$ cat src/rtl/pipe_pkg.sv
// Shared pipeline definitions: control-bundle bit map, NOP encoding and the ID/EX data record.
package pipe_pkg;

    localparam int CTRL_W         = 12;
    localparam int CTRL_MEMREAD   = 0;
    localparam int CTRL_REGWRITE  = 1;
    localparam int CTRL_MEMWRITE  = 2;
    localparam int CTRL_BRANCH    = 3;
    localparam int CTRL_ALUOP_LSB = 4;
    localparam int CTRL_ALUOP_W   = 4;

    localparam logic [CTRL_W-1:0] CTRL_NOP = '0;
    localparam logic [4:0]        REG_ZERO = 5'd0;

    // Operand/index fields carried from decode into execute.
    typedef struct packed {
        logic [31:0] pc;
        logic [31:0] a;
        logic [31:0] b;
        logic [31:0] imm;
        logic [4:0]  rs;
        logic [4:0]  rt;
        logic [4:0]  rd;
    } ex_data_t;

    function automatic logic [CTRL_ALUOP_W-1:0] ctrl_aluop(input logic [CTRL_W-1:0] ctrl);
        return ctrl[CTRL_ALUOP_LSB +: CTRL_ALUOP_W];
    endfunction

endpackage

$ cat src/rtl/hazard_unit.sv
// Combinational load-use detector: a load in EX whose destination is a live source of the decode instruction.
module hazard_unit
    import pipe_pkg::*;
(
    input  logic       ex_valid_i,
    input  logic       ex_memread_i,
    input  logic [4:0] ex_rd_i,
    input  logic       id_valid_i,
    input  logic [4:0] id_rs_i,
    input  logic [4:0] id_rt_i,
    input  logic       id_uses_rs_i,
    input  logic       id_uses_rt_i,
    output logic       load_use_o
);

    logic rs_match;
    logic rt_match;

    assign rs_match = id_uses_rs_i & (id_rs_i == ex_rd_i);
    assign rt_match = id_uses_rt_i & (id_rt_i == ex_rd_i);

    // $0 is hardwired, so a load targeting it never produces a dependency.
    assign load_use_o = ex_valid_i & ex_memread_i & id_valid_i &
                        (ex_rd_i != REG_ZERO) & (rs_match | rt_match);

endmodule

$ cat src/rtl/id_ex_stage.sv
// ID/EX pipeline register with load-use bubble insertion, EX hold and flush.
// Optional ID_EX_PERF_EN adds a saturating load-use stall counter on stall_cnt.
module id_ex_stage
    import pipe_pkg::*;
#(
    parameter int CTRL_W = pipe_pkg::CTRL_W
`ifdef ID_EX_PERF_EN
    ,
    parameter int CNT_W  = 32
`endif
) (
    input  logic              clk,
    input  logic              reset,
    input  logic              id_valid,
    input  logic [31:0]       id_pc,
    input  logic [4:0]        id_rs,
    input  logic [4:0]        id_rt,
    input  logic [4:0]        id_rd,
    input  logic              id_uses_rs,
    input  logic              id_uses_rt,
    input  logic [31:0]       id_rdata1,
    input  logic [31:0]       id_rdata2,
    input  logic [31:0]       id_imm,
    input  logic [CTRL_W-1:0] id_ctrl,
    input  logic              ex_hold,
    input  logic              ex_flush,
    output logic              id_stall,
    output logic              ex_valid,
    output logic [31:0]       ex_pc,
    output logic [31:0]       ex_a,
    output logic [31:0]       ex_b,
    output logic [31:0]       ex_imm,
    output logic [4:0]        ex_rs,
    output logic [4:0]        ex_rt,
    output logic [4:0]        ex_rd,
`ifdef ID_EX_PERF_EN
    output logic [CNT_W-1:0]  stall_cnt,
`endif
    output logic [CTRL_W-1:0] ex_ctrl
);

    logic              ex_valid_q, ex_valid_d;
    ex_data_t          ex_data_q,  ex_data_d;
    logic [CTRL_W-1:0] ex_ctrl_q,  ex_ctrl_d;
    logic              load_use;

    hazard_unit u_hazard (
        .ex_valid_i   (ex_valid_q),
        .ex_memread_i (ex_ctrl_q[CTRL_MEMREAD]),
        .ex_rd_i      (ex_data_q.rd),
        .id_valid_i   (id_valid),
        .id_rs_i      (id_rs),
        .id_rt_i      (id_rt),
        .id_uses_rs_i (id_uses_rs),
        .id_uses_rt_i (id_uses_rt),
        .load_use_o   (load_use)
    );

    // A flushed decode instruction is discarded anyway, so it need not hold IF/ID.
    assign id_stall = ex_hold | (load_use & ~ex_flush);

    always_comb begin
        ex_valid_d = ex_valid_q;
        ex_data_d  = ex_data_q;
        ex_ctrl_d  = ex_ctrl_q;
        if (ex_hold) begin
            ex_valid_d = ex_valid_q;
        end else if (ex_flush | load_use) begin
            // Bubble: only the valid bit and control are cleared; data stays as-is.
            ex_valid_d = 1'b0;
            ex_ctrl_d  = '0;
        end else begin
            ex_valid_d   = id_valid;
            ex_data_d.pc = id_pc;
            ex_data_d.a  = id_rdata1;
            ex_data_d.b  = id_rdata2;
            ex_data_d.imm = id_imm;
            ex_data_d.rs = id_rs;
            ex_data_d.rt = id_rt;
            ex_data_d.rd = id_rd;
            ex_ctrl_d    = id_valid ? id_ctrl : '0;
        end
    end

    always_ff @(posedge clk or posedge reset) begin
        if (reset) begin
            ex_valid_q <= 1'b0;
            ex_data_q  <= '0;
            ex_ctrl_q  <= '0;
        end else begin
            ex_valid_q <= ex_valid_d;
            ex_data_q  <= ex_data_d;
            ex_ctrl_q  <= ex_ctrl_d;
        end
    end

    assign ex_valid = ex_valid_q;
    assign ex_pc    = ex_data_q.pc;
    assign ex_a     = ex_data_q.a;
    assign ex_b     = ex_data_q.b;
    assign ex_imm   = ex_data_q.imm;
    assign ex_rs    = ex_data_q.rs;
    assign ex_rt    = ex_data_q.rt;
    assign ex_rd    = ex_data_q.rd;
    assign ex_ctrl  = ex_ctrl_q;

`ifdef ID_EX_PERF_EN
    logic [CNT_W-1:0] stall_cnt_q, stall_cnt_d;

    // Counts only edges that actually insert a load-use bubble.
    always_comb begin
        stall_cnt_d = stall_cnt_q;
        if (load_use & ~ex_flush & ~ex_hold & ~(&stall_cnt_q)) begin
            stall_cnt_d = stall_cnt_q + CNT_W'(1);
        end
    end

    always_ff @(posedge clk or posedge reset) begin
        if (reset) begin
            stall_cnt_q <= '0;
        end else begin
            stall_cnt_q <= stall_cnt_d;
        end
    end

    assign stall_cnt = stall_cnt_q;
`endif

endmodule

$ cat config.mk
export PLATFORM = sky130hd
export DESIGN_NAME = id_ex_stage
export DESIGN_NICKNAME = d
export VERILOG_FILES = /design/src/rtl/pipe_pkg.sv /design/src/rtl/hazard_unit.sv /design/src/rtl/id_ex_stage.sv
export SDC_FILE = /design/constraint.sdc
export NUM_CORES = 1
export LEC_CHECK = 0
export ABC_CLOCK_PERIOD_IN_PS = 7800
export CORE_AREA = 2 2 129 131
export CTS_CLUSTER_DIAMETER = 120
export DETAILED_ROUTE_END_ITERATION = 8
export DIE_AREA = 0 0 131 133
export PLACE_DENSITY_LB_ADDON = 0.08
export SYNTH_ARGS = -nofsm -noshare
export SYNTH_HDL_FRONTEND = slang
export SYNTH_SLANG_ARGS = --single-unit
$ cat constraint.sdc
create_clock -name clk -period 7.8 [get_ports clk]
set_input_delay 1.95 -clock clk [delete_from_list [all_inputs] [get_ports clk]]
set_output_delay 1.95 -clock clk [all_outputs]
set_load 0.005 [all_outputs]
# --- After elaboration in Yosys (flattened, before gate mapping) ---
# Cells that the tools add are included.
word_totals:
  register_bits: 156
  output_inout_bits: 157
  wordCells: 29
  inputBits: 162
op_classes:
  eq_ne: 2
  n_bitwise: 13
  n_mux: 3
  n_reduce_logical: 2
ops:
  columns: ["operator", "n"]
  rows:
  - ["$mux 12", 2]
  - ["$eq 5x5->1", 2]
  - ["$and 1x1->1", 7]
  - ["$reduce_bool 5->1", 1]
  - ["$not 1->1", 3]
  - ["$or 1x1->1", 3]
  - ["$reduce_and 2->1", 1]
  - ["$mux 1", 1]

# --- Longest topological paths before layout ---
logic_depth:
  ltp_word: 7
  depth_mapped: 7
  ltp_nobuf: 5

# --- Hierarchy ---
# From an unflattened synthesis, not the netlist that was laid out.
hier_totals:
  hier_cells: 366
  hier_area_um2: 5989.5
by_module_without_submodules:
  columns: ["module", "area_per_inst_um2", "seq_area_each_um2", "n_inst", "cells_per_inst"]
  rows:
  - ["id_ex_stage", 5858.1, 3903.7, 1, 349]
  - ["hazard_unit", 131.4, 0.0, 1, 17]

# --- Worst setup path after synthesis ---
# Ideal clock, no wire load.
synth_path:
  kind: "input-to-output"
  startpoint: "input port id_rs[1]"
  endpoint: "output port id_stall"
  cell_stages: 5
  path_buffers: 0
  arrival_ns: 2.618
  setup_slack_ns: 3.232
  required_time_ns: 5.850
  cell_sequence: "xnor2_1 nand4_1 o22ai_2 nand2_1 o21bai_1"
synth_via:
  elab_chain_len: 6
synth_lines:
  columns: ["item", "line", "rtl"]
  rows:
  - ["from (decl)", "id_ex_stage.sv:16", "input logic [4:0] id_rs,"]
  - ["$eq 5x5->1", "hazard_unit.sv:19", "assign rs_match = id_uses_rs_i & (id_rs_i == ex_rd_i);"]
  - ["$and 1x1->1", "hazard_unit.sv:19", null]
  - ["$or 1x1->1", "hazard_unit.sv:24", "(ex_rd_i != REG_ZERO) & (rs_match | rt_match);"]
  - ["$and 1x1->1", "hazard_unit.sv:24", null]
  - ["$and 1x1->1", "id_ex_stage.sv:60", "assign id_stall = ex_hold | (load_use & ~ex_flush);"]
  - ["$or 1x1->1", "id_ex_stage.sv:60", null]
  - ["to (decl)", "id_ex_stage.sv:27", "output logic id_stall,"]
# Every way passes these cells.

# --- Worst setup path after layout ---
layout_path:
  startpoint: "input port id_valid"
  endpoint: "output port id_stall"
layout_via:
  elab_chain_len: 5
layout_lines:
  columns: ["item", "line", "rtl"]
  rows:
  - ["from (decl)", "id_ex_stage.sv:14", "input logic id_valid,"]
  - ["$and 1x1->1 (2 in series)", "hazard_unit.sv:23", "assign load_use_o = ex_valid_i & ex_memread_i & id_valid_i &"]
  - ["$and 1x1->1", "hazard_unit.sv:24", null]
  - ["$and 1x1->1", "id_ex_stage.sv:60", null]
  - ["$or 1x1->1", "id_ex_stage.sv:60", null]
# Every way passes these cells.

==> impl_metrics.csv <==
group,metric,value,unit
clocking,ctsResizeCount,0,
placement,port_buffers,318,
grt,grt_pass1_wl,25000,um
layout,multi_input_area,0.00228,sq mm
logic_synthesis,syn-num-nets,517,
min_path,hold_class,"flop to flop",
floorplanning,ios,319,
layout,finalNetCount,839,
drt,num_vias,4180,
critical_path,critPathArrivalTime,3.91,ns
timing,fmax,171,MHz
timing,post-route-min-period,5.86,ns
floorplanning,dieArea,0.0174,sq mm
critical_path,worst-setup-path-type,"input pin to output port",
drt,ant_nets,0,
timing,skew,0.00727,ns
timing,setup-violations-final,0,
drt,first_pass_iters,4,
layout,final_cell_mix,"clkdlybuf4s50_1, dfrtp_1, mux2_4",
grt,antenna_found_initial,1,
clocking,clockRootBuffer,"clkbuf_16",
power,p_total,2430,uW
grt,grt-ovfl-total,0,
drt,drcViolationCount,0,
grt,first_global_vias,4515,
power,powerDensity,235,mW/mm^2
timing,slew_violations,0,
grt,grt_usage,0.191,
clocking,post_cts.repair.setup_buffers,0,
clocking,htree_levels,4,
floorplanning,dieWidth,131,um
drt,drtIter0Drc,148,
power,cellLeakagePower,0.00441,uW
clocking,clk_latency,0.41,ns
timing,slew_headroom,0.299,
drt,avgViaCountPerCell,4.59,
timing,rsz0062_at_grt,"false",
clocking,cts_buffer_depth,2,
clocking,clk_pin_slew_worst_paths,0.06,ns
logic_synthesis,netlist.top_cell.by_area,"dfrtp_1",
logic_synthesis,yosys.area.top_type_share,0.601,
layout,nFillCells,1170,
clocking,numCtsBuffers,17,
job,drv_cap,0,
logic_synthesis,ys_ff_latch,156,
layout,register_area,0.00390,sq mm
timing,finalHoldViolations,0,
placement,place_hpwl,12400,um
timing,setup_tns,0,ns
floorplanning,core,0.0162,sq mm
critical_path,path_max_fanout,14,
placement,gp_congestion,0.819,
run_status,status,"finished clean",
clocking,clkSinkCount,156,
layout,drive_above_1_share,0.223,
power,peakVddDrop,0.000148,V
drt,avgRoutedWirePerCell,18.5,um
layout,layout_commonest_cell,"clkdlybuf4s50_1",
critical_path,crit_slowest_cell,"clkdlybuf4s50_1",
logic_synthesis,syn_area,0.00649,sq mm
logic_synthesis,yosysWarnings,0,
floorplanning,start_util,0.402,
critical_path,crit_chain,"clkdlybuf4s50_1 -> nand3_1 -> a21oi_1 -> nand2_1 -> o21bai_1 -> clkdlybuf4s50_1",
critical_path,path_delay_family,"buffers and inverters",
critical_path,required,5.85,ns
floorplanning,die_h,133,um
clocking,cts_tree,"done",
logic_synthesis,synth_area_leaders,"dfrtp_1, mux2_4, mux2_1",
clocking,ctsHoldBuffers,0,
timing,fin_crit_sh,0.752,
grt,grt_max_degree,98,
logic_synthesis,syn-mean-instance-area,18.3,sq um
logic_synthesis,synth_cells,355,
drt,wirelength,16800,um
critical_path,cp-end-kind,"output port",
critical_path,crit_buf_inv,2,
critical_path,path_common_cell,"clkdlybuf4s50_1",
layout,area_growth,59.1,%
critical_path,cp-start-kind,"input pin",
timing,worst_pin_slew,1.05,ns
critical_path,max_stage_delay,0.78,ns
floorplanning,rows,47,
logic_synthesis,seq_area_frac_synth,0.601,
logic_synthesis,synth_cell_types,22,
worst register-to-register path, cell delays in order, from the launching register on:
cell	delay (ns)
dfrtp_1	0.47
xnor2_1	0.20
nand4_1	0.13
o22ai_2	0.13
a211oi_4	0.30
buf_4	0.84
mux2_4	0.43
metal layers:
layer	wire length [um]	GRT usage
met4	427	0.0827
met1	6500	0.216
met3	1410	0.0615
met2	8480	0.326
met5	0	0
synth_stat cells (all sizes together):
cell type,n
dfrtp,156
mux2,143
buf,18
a32o,12
xnor2,10
nand2,3
clkbuf,2
nand4,2
a211oi,1
a21oi,1
a22o,1
inv,1
nand3,1
nor2,1
nor3,1
o21bai,1
o22ai,1
cell type report:
cell class | instances | area share
Clock inverter | 10 | 0.0157
Tap cell | 220 | 0.0266
Multi-Input combinational cell | 178 | 0.221
Inverter | 1 | 0.000848
Sequential cell | 156 | 0.378
Timing Repair Buffer | 323 | 0.312
Clock buffer | 22 | 0.0459
Antenna cell | 1 | 0.000242
sequential cells by signal, indices dropped and copies added (netlist names):
| register | count |
|---|---|
| ex_ctrl | 12 |
| ex_rs | 5 |
| ex_rt | 5 |
| ex_pc | 32 |
| ex_valid | 1 |
| ex_a | 32 |
| ex_b | 32 |
| ex_rd | 5 |
| ex_imm | 32 |
worst paths after layout:
path / startpoint / endpoint / slack (ns) / cells after the start
max: id_valid / id_stall / 1.94 / 6
min reg2reg: ex_b[18]$_DFFE_PP0P_ / ex_b[18]$_DFFE_PP0P_ / 0.48 / 1
max in group asynchronous: reset / ex_pc[12]$_DFFE_PP0P_ / 4.37 / 3
min: ex_b[18]$_DFFE_PP0P_ / ex_b[18]$_DFFE_PP0P_ / 0.48 / 1
max reg2reg: ex_rd[4]$_DFFE_PP0P_ / ex_imm[2]$_DFFE_PP0P_ / 5.18 / 6
min in group asynchronous: reset / ex_imm[17]$_DFFE_PP0P_ / 2.10 / 2
per-stage QoR:
stage	hold slack [ns]	setup slack, ns	util	instances	instance area (sq um)
2_1_floorplan	0.483	1.64	-	355	6490
3_3_place_gp	0.469	2.04	0.599	878	9690
3_5_place_dp	0.474	1.95	0.599	878	9690
4_1_cts	0.488	1.94	0.639	910	10300
5_1_grt	0.494	1.81	0.639	911	10300
6_report	0.483	1.94	0.639	911	10300
power breakdown:
part           internal, uW  switching [uW]  leakage (uW)  total (uW)
Sequential              923            67.8       0.00185         991
Clock                   561             317      0.000306         878
Combinational           400             157       0.00225         556
kinds of logic after synthesis:
kind of cell,count (synthesis),share of synthesized area
DFF,156,0.601
muxes,143,0.306
buffers and inverters,21,0.0472
AOI/OAI and AO/OA,17,0.0268
xor gates and xnor gates,10,0.0135
and+or+nand+nor,8,0.00578
Note: power is estimated with default switching activity, not from simulation.
